$ cat src/rtl/bsg_wormhole_link_monitor_pkg.sv
// Shared types and constants for the wormhole link monitor.
// Header field placement, error bit indices and LFSR taps.
package bsg_wormhole_link_monitor_pkg;

  typedef enum logic {
    HDR  = 1'b0,
    BODY = 1'b1
  } state_e;

  localparam int cord_lsb_lp = 0;

  function automatic int len_lsb(input int cord_w);
    return cord_w;
  endfunction

  function automatic int cid_lsb(input int cord_w, input int len_w);
    return cord_w + len_w;
  endfunction

  localparam int err_cord_bit_lp = 0;
  localparam int err_cid_bit_lp  = 1;
  localparam int err_wd_bit_lp   = 2;
  localparam int err_width_lp    = 3;

  // Fibonacci taps 16,14,13,11 as a mask on lfsr[15:0]
  localparam logic [15:0] lfsr_taps_lp = 16'hB400;

endpackage

$ cat src/rtl/bsg_two_fifo.sv
// Two-entry FIFO, registered output, no pass-through.
// Active-high asynchronous reset clears every flop.
module bsg_two_fifo #(
  parameter int width_p = 16
) (
  input  logic               clk,
  input  logic               reset,
  input  logic               enq_v,
  input  logic [width_p-1:0] enq_data,
  output logic               enq_ready,
  output logic               deq_v,
  output logic [width_p-1:0] deq_data,
  input  logic               deq_yumi
);

  logic [width_p-1:0] mem [2];
  logic               wptr;
  logic               rptr;
  logic [1:0]         cnt;
  logic               enq;

  assign enq_ready = (cnt != 2'd2);
  assign deq_v     = (cnt != 2'd0);
  assign deq_data  = mem[rptr];
  assign enq       = enq_v & enq_ready;

  always_ff @(posedge clk or posedge reset) begin
    if (reset) begin
      mem[0] <= '0;
      mem[1] <= '0;
      wptr   <= 1'b0;
      rptr   <= 1'b0;
      cnt    <= 2'd0;
    end else begin
      if (enq) begin
        mem[wptr] <= enq_data;
        wptr      <= ~wptr;
      end
      if (deq_yumi) rptr <= ~rptr;
      cnt <= cnt + 2'(enq) - 2'(deq_yumi);
    end
  end

endmodule

$ cat src/rtl/bsg_wormhole_link_monitor.sv
// Inline wormhole link stage: buffering, stall injection,
// packet framing, sticky error flags and traffic counters.
module bsg_wormhole_link_monitor
  import bsg_wormhole_link_monitor_pkg::*;
#(
  parameter int          flit_width_p      = 16,
  parameter int          cord_width_p      = 5,
  parameter int          len_width_p       = 4,
  parameter int          cid_width_p       = 2,
  parameter int          num_cid_p         = 1 << cid_width_p,
  parameter int          watchdog_cycles_p = 1024,
  parameter logic [15:0] lfsr_seed_p       = 16'hACE1
) (
  input  logic                    clk_i,
  input  logic                    reset_n_i,
  input  logic [cord_width_p-1:0] expected_cord_i,
  input  logic                    stall_en_i,
  input  logic [3:0]              stall_thresh_i,
  input  logic                    v_i,
  input  logic [flit_width_p-1:0] data_i,
  output logic                    ready_and_o,
  output logic                    v_o,
  output logic [flit_width_p-1:0] data_o,
  input  logic                    ready_and_i,
  output logic                    error_o,
  output logic [2:0]              err_code_o,
  output logic [31:0]             flit_count_o,
  output logic [31:0]             packet_count_o
);

  localparam int len_lsb_lp  = len_lsb(cord_width_p);
  localparam int cid_lsb_lp  = cid_lsb(cord_width_p, len_width_p);
  localparam int wd_width_lp = $clog2(watchdog_cycles_p + 1);

  logic                    fifo_reset;
  logic                    fifo_ready;
  logic                    fifo_v;
  logic [flit_width_p-1:0] fifo_data;
  logic                    stall;
  logic                    hs;

  assign fifo_reset = ~reset_n_i;

  bsg_two_fifo #(.width_p(flit_width_p)) fifo (
    .clk      (clk_i),
    .reset    (fifo_reset),
    .enq_v    (v_i),
    .enq_data (data_i),
    .enq_ready(fifo_ready),
    .deq_v    (fifo_v),
    .deq_data (fifo_data),
    .deq_yumi (hs)
  );

  // FIFO clears to empty in reset, so gate ready explicitly
  assign ready_and_o = reset_n_i & fifo_ready;

  logic [15:0] lfsr;

  always_ff @(posedge clk_i or negedge reset_n_i) begin
    if (!reset_n_i) lfsr <= lfsr_seed_p;
    else            lfsr <= {lfsr[14:0], ^(lfsr & lfsr_taps_lp)};
  end

  assign stall  = stall_en_i & (lfsr[3:0] < stall_thresh_i);
  assign v_o    = fifo_v & ~stall;
  assign data_o = fifo_data;
  assign hs     = v_o & ready_and_i;

  logic [cord_width_p-1:0] hdr_cord;
  logic [len_width_p-1:0]  hdr_len;
  logic [cid_width_p-1:0]  hdr_cid;

  assign hdr_cord = fifo_data[cord_lsb_lp +: cord_width_p];
  assign hdr_len  = fifo_data[len_lsb_lp +: len_width_p];
  assign hdr_cid  = fifo_data[cid_lsb_lp +: cid_width_p];

  state_e                 state, state_n;
  logic [len_width_p-1:0] rem, rem_n;
  logic                   pkt_done;
  logic                   hdr_hs;

  always_ff @(posedge clk_i or negedge reset_n_i) begin
    if (!reset_n_i) begin
      state <= HDR;
      rem   <= '0;
    end else begin
      state <= state_n;
      rem   <= rem_n;
    end
  end

  always_comb begin
    state_n  = state;
    rem_n    = rem;
    pkt_done = 1'b0;
    hdr_hs   = 1'b0;
    unique case (state)
      HDR: if (hs) begin
        hdr_hs = 1'b1;
        rem_n  = hdr_len;
        if (hdr_len == '0) pkt_done = 1'b1;
        else               state_n  = BODY;
      end
      BODY: if (hs) begin
        rem_n = rem - 1'b1;
        if (rem == len_width_p'(1)) begin
          pkt_done = 1'b1;
          state_n  = HDR;
        end
      end
      default: state_n = HDR;
    endcase
  end

  logic [wd_width_lp-1:0] wd;
  logic                   wd_inc;
  logic                   wd_hit;
  logic                   wd_trip;

  assign wd_inc  = fifo_v & ~hs;
  assign wd_hit  = (wd == wd_width_lp'(watchdog_cycles_p));
  assign wd_trip = wd_inc & (wd == wd_width_lp'(watchdog_cycles_p - 1));

  always_ff @(posedge clk_i or negedge reset_n_i) begin
    if (!reset_n_i)    wd <= '0;
    else if (!wd_inc)  wd <= '0;
    else if (!wd_hit)  wd <= wd + 1'b1;
  end

  logic [err_width_lp-1:0] err;
  logic [err_width_lp-1:0] err_set;

  always_comb begin
    err_set = '0;
    err_set[err_cord_bit_lp] = hdr_hs & (hdr_cord != expected_cord_i);
    err_set[err_cid_bit_lp]  = hdr_hs & (32'(hdr_cid) >= num_cid_p);
    err_set[err_wd_bit_lp]   = wd_trip;
  end

  always_ff @(posedge clk_i or negedge reset_n_i) begin
    if (!reset_n_i) err <= '0;
    else            err <= err | err_set;
  end

  assign err_code_o = err;
  assign error_o    = |err;

  logic [31:0] flit_cnt;
  logic [31:0] pkt_cnt;

  always_ff @(posedge clk_i or negedge reset_n_i) begin
    if (!reset_n_i)            flit_cnt <= '0;
    else if (hs & ~&flit_cnt)  flit_cnt <= flit_cnt + 1'b1;
  end

  always_ff @(posedge clk_i or negedge reset_n_i) begin
    if (!reset_n_i)                pkt_cnt <= '0;
    else if (pkt_done & ~&pkt_cnt) pkt_cnt <= pkt_cnt + 1'b1;
  end

  assign flit_count_o   = flit_cnt;
  assign packet_count_o = pkt_cnt;

endmodule
$ cat config.mk
export PLATFORM = sky130hd
export DESIGN_NAME = bsg_wormhole_link_monitor
export DESIGN_NICKNAME = d
export VERILOG_FILES = /design/src/rtl/bsg_wormhole_link_monitor_pkg.sv /design/src/rtl/bsg_two_fifo.sv /design/src/rtl/bsg_wormhole_link_monitor.sv
export SDC_FILE = /design/constraint.sdc
export NUM_CORES = 1
export LEC_CHECK = 0
export ABC_AREA = 1
export CAP_MARGIN = 5
export CORE_ASPECT_RATIO = 0.9
export CORE_UTILIZATION = 50
export CTS_CLUSTER_DIAMETER = 200
export DETAILED_ROUTE_END_ITERATION = 8
export DONT_BUFFER_PORTS = 1
export GPL_ROUTABILITY_DRIVEN = 0
export GPL_TIMING_DRIVEN = 0
export SKIP_LAST_GASP = 1
export SLEW_MARGIN = 20
export SYNTH_ARGS = -nofsm -noshare
export SYNTH_HDL_FRONTEND = slang
export SYNTH_SLANG_ARGS = --single-unit
export TNS_END_PERCENT = 100
$ cat constraint.sdc
create_clock -name clk_i -period 2.8 [get_ports clk_i]
set_input_delay 0.14 -clock clk_i [delete_from_list [all_inputs] [get_ports clk_i]]
set_output_delay 0.14 -clock clk_i [all_outputs]
set_load 0.1 [all_outputs]
==> summary.txt <==
initial core utilization -> 0.511
met3 WL -> 1160 um
Vias/cell -> 5.06
pre-CTS setup slack -> -136 ps
failing checks -> hold timing
port bufs -> 0
initial antenna violation count -> 0
RSZ-0062 raised after global routing -> false
CTS tree -> built
Post-Syn Nets -> 1,060
Avg Inst Size Synth -> 7.38 um2
ys async rst share -> 1.00
CTS Buf Count -> 17
Syn Inst Count -> 1,019
Pleak -> 4.12 nW
status -> finished with violations
Slew @ Worst Pin -> 1170 ps
Worst IR Drop VDD -> 0.000787 V
final routed DRC violation total -> 0
clock tree root buffer cell -> clkbuf_16
DP Cell Count -> 1,221
die area -> 15,500 um2
Fmax -> 0.386 GHz
Seq/Total Area, Yosys -> 0.447
Chip Width -> 131 um
vias -> 6,436
layout cell share with drive strength beyond 1 -> 0.0979
EDFF count, synth -> 0
max-slew violations -> 0
setup TNS -> 0 ps
CP Data Required Time -> 3100 ps
row count -> 42
vias in the first global route -> 5,998
CP Launch Type -> flip-flop
post-route cell area -> 8650 um2
slew margin rel. -> 0.216
clock latency on the worst-skew pair -> 420 ps
CP endpoint kind -> flip-flop
number of max-cap violations -> 0
top-level I/O count -> 116
#FFs+latches synth -> 134
drt first pass iters -> 5
Finished Layout Cells -> 1,271
Routed Antenna Nets -> 0
largest net degree at the start of global routing -> 136
most common flop cell mapped by yosys -> dfrtp_1
Diodes inserted -> 0
Worst Skew -> 10.5 ps
Met1 Wirelength -> 8880 um
CP arrival -> 2890 ps
Area after DPL -> 7840 um2
Worst Path Max Fanout -> 10
Pwr Total -> 8.26 mW
Post-Syn Area -> 7520 um2
Total GRT Usage -> 0.252
Starting DRT DRC Count -> 474
Critical Setup Path Class -> flip-flop to flip-flop
hold buffers post-CTS -> 18
Final Cycle Share -> 0.926
WL final -> 18,100 um
Min-Delay Path Class -> input port to asynchronous set/reset pin
Final Worst Setup Slack -> 207 ps
Clock Pin Slew Worst Setup and Hold Paths -> 60 ps
Power Dens Cells -> 955 nW/um2
final-report setup violation count -> 0
FF/Latch Area -> 3370 um2
Layout area overhead -> 15.1%
Final HPWL DP -> 13,200 um
first-pass GRT wire length -> 30,900 um
nets -> 1,101
multi-input logic area -> 3730 um2
Met2 Wirelength -> 7930 um
drt wl/cell -> 14.2 um
Cell variety after synth -> 36
YS warnings -> 0
Layout fillers -> 1,415
Die Y -> 118 um
highest metal used -> met4
Tmin final -> 2590 ps
Final Hold Viols -> 134
WHS -> -587 ps
clk sink count -> 134
H-tree depth -> 4
Max clock buf depth -> 2
total global routing overflow -> 0
Core Area -> 14,700 um2
-- power by group --
part	total (mW)	switching [mW]	internal, mW
Sequential	2.94	0.645	2.29
Clock	2.32	0.883	1.44
Combinational	3.00	2.33	0.671
-- metrics by stage --
step	util	hold slack [ps]
finish	0.588	-587
global route	0.588	-613
CTS	0.587	-604
detailed placement	0.533	-153
global placement	0.528	-153
floorplan	-	-156
-- cell usage after synthesis, types with 2 or more instances --
library cell	instances	area share
nand3b_1	22	0.022
nor4_1	2	0.0017
xor2_1	26	0.030
nand2_1	434	0.22
nor2_4	4	0.0060
xnor2_1	25	0.029
buf_1	2	0.0010
buf_4	11	0.011
nand4_1	7	0.0058
nand3_2	2	0.0027
inv_2	2	0.0010
dfstp_2	8	0.028
nand3_1	44	0.029
nand2_2	19	0.016
inv_1	66	0.033
nor3_1	12	0.0080
dfrtp_1	126	0.42
or2_2	2	0.0017
a21oi_1	6	0.0040
nor2_1	108	0.054
buf_12	2	0.0053
ha_1	11	0.018
clkbuf_1	11	0.0055
o21ai_0	54	0.036
nor2_2	2	0.0017
-- logic make-up (layout without fill, tap and decap cells) --
family	count (synthesis)	after routing	share of synthesized area
adders and majority gates	11	11	0.0183
DFF	134	134	0.447
xor gates and xnor gates	51	51	0.0594
and+or+nand+nor	664	664	0.374
AOI/OAI and AO/OA	61	61	0.0409
other	1	1	0.000499
buffers and inverters	97	151	0.0594
-- registers in the layout, indices dropped and copies added, names as in the netlist --
register	count
fifo.mem	32
packet_count_o	32
flit_count_o	32
err_code_o	2
fifo.cnt	2
fifo.wptr	1
state	1
rem	4
wd	11
fifo.rptr	1
lfsr	16
-- cell usage in the layout, fill, tap and decap left out, types with 22 or more instances in the layout --
cell	instances
xor2_1	26
xnor2_1	25
nand3b_1	22
dfrtp_1	120
nand3_1	44
o21ai_0	52
nand2_2	23
nor2_1	108
inv_1	66
nand2_1	430
-- final timing paths --
path                               startpoint                  to  slack [ps]  depth (start not counted)
hold reg to reg                       lfsr[8]             lfsr[9]         350                          0
min in group clk_i         expected_cord_i[1]       err_code_o[0]         120                          5
setup reg to reg            packet_count_o[5]  packet_count_o[30]         210                          8
hold / removal                      reset_n_i    flit_count_o[27]        -590                          0
max in group asynchronous           reset_n_i             lfsr[5]        3140                          0
setup / recovery            packet_count_o[5]  packet_count_o[30]         210                          8
-- critical path: stages (launching register included) --
cell and delay (ps):
dfrtp_1 1010, nand2_1 180, nor2_1 190, nand2_1 110, nor2_2 270, nand3_2 200
clkbuf_1 300, nand3_1 160, nand2_1 60
-- timing repair --
item                                    4_1_cts  5_1_grt
buffers inserted                              0        0
gates resized for setup                       2        9
endpoints found under the setup margin       31       60
hold endpoints to repair                    169      134
-- metal layers --
metal / global-route usage / up-vias
met2: 0.372 / 174
met4: 0.0836 / 0
met3: 0.0678 / 10
met1: 0.359 / 2972
met5: 0 / -
li1: - / 3280
-- final cells by class --
type                    instances  share of cell area
inverters                      69              0.0299
well taps                     198              0.0286
repair buffers                 22              0.0281
plain buffers                  28              0.0218
clock buffers                  19              0.0512
flip-flops and latches        134               0.390
clock inverters                13              0.0197
multi-input cells             788               0.431
No activity file was read; power rests on OpenSTA's default activity.
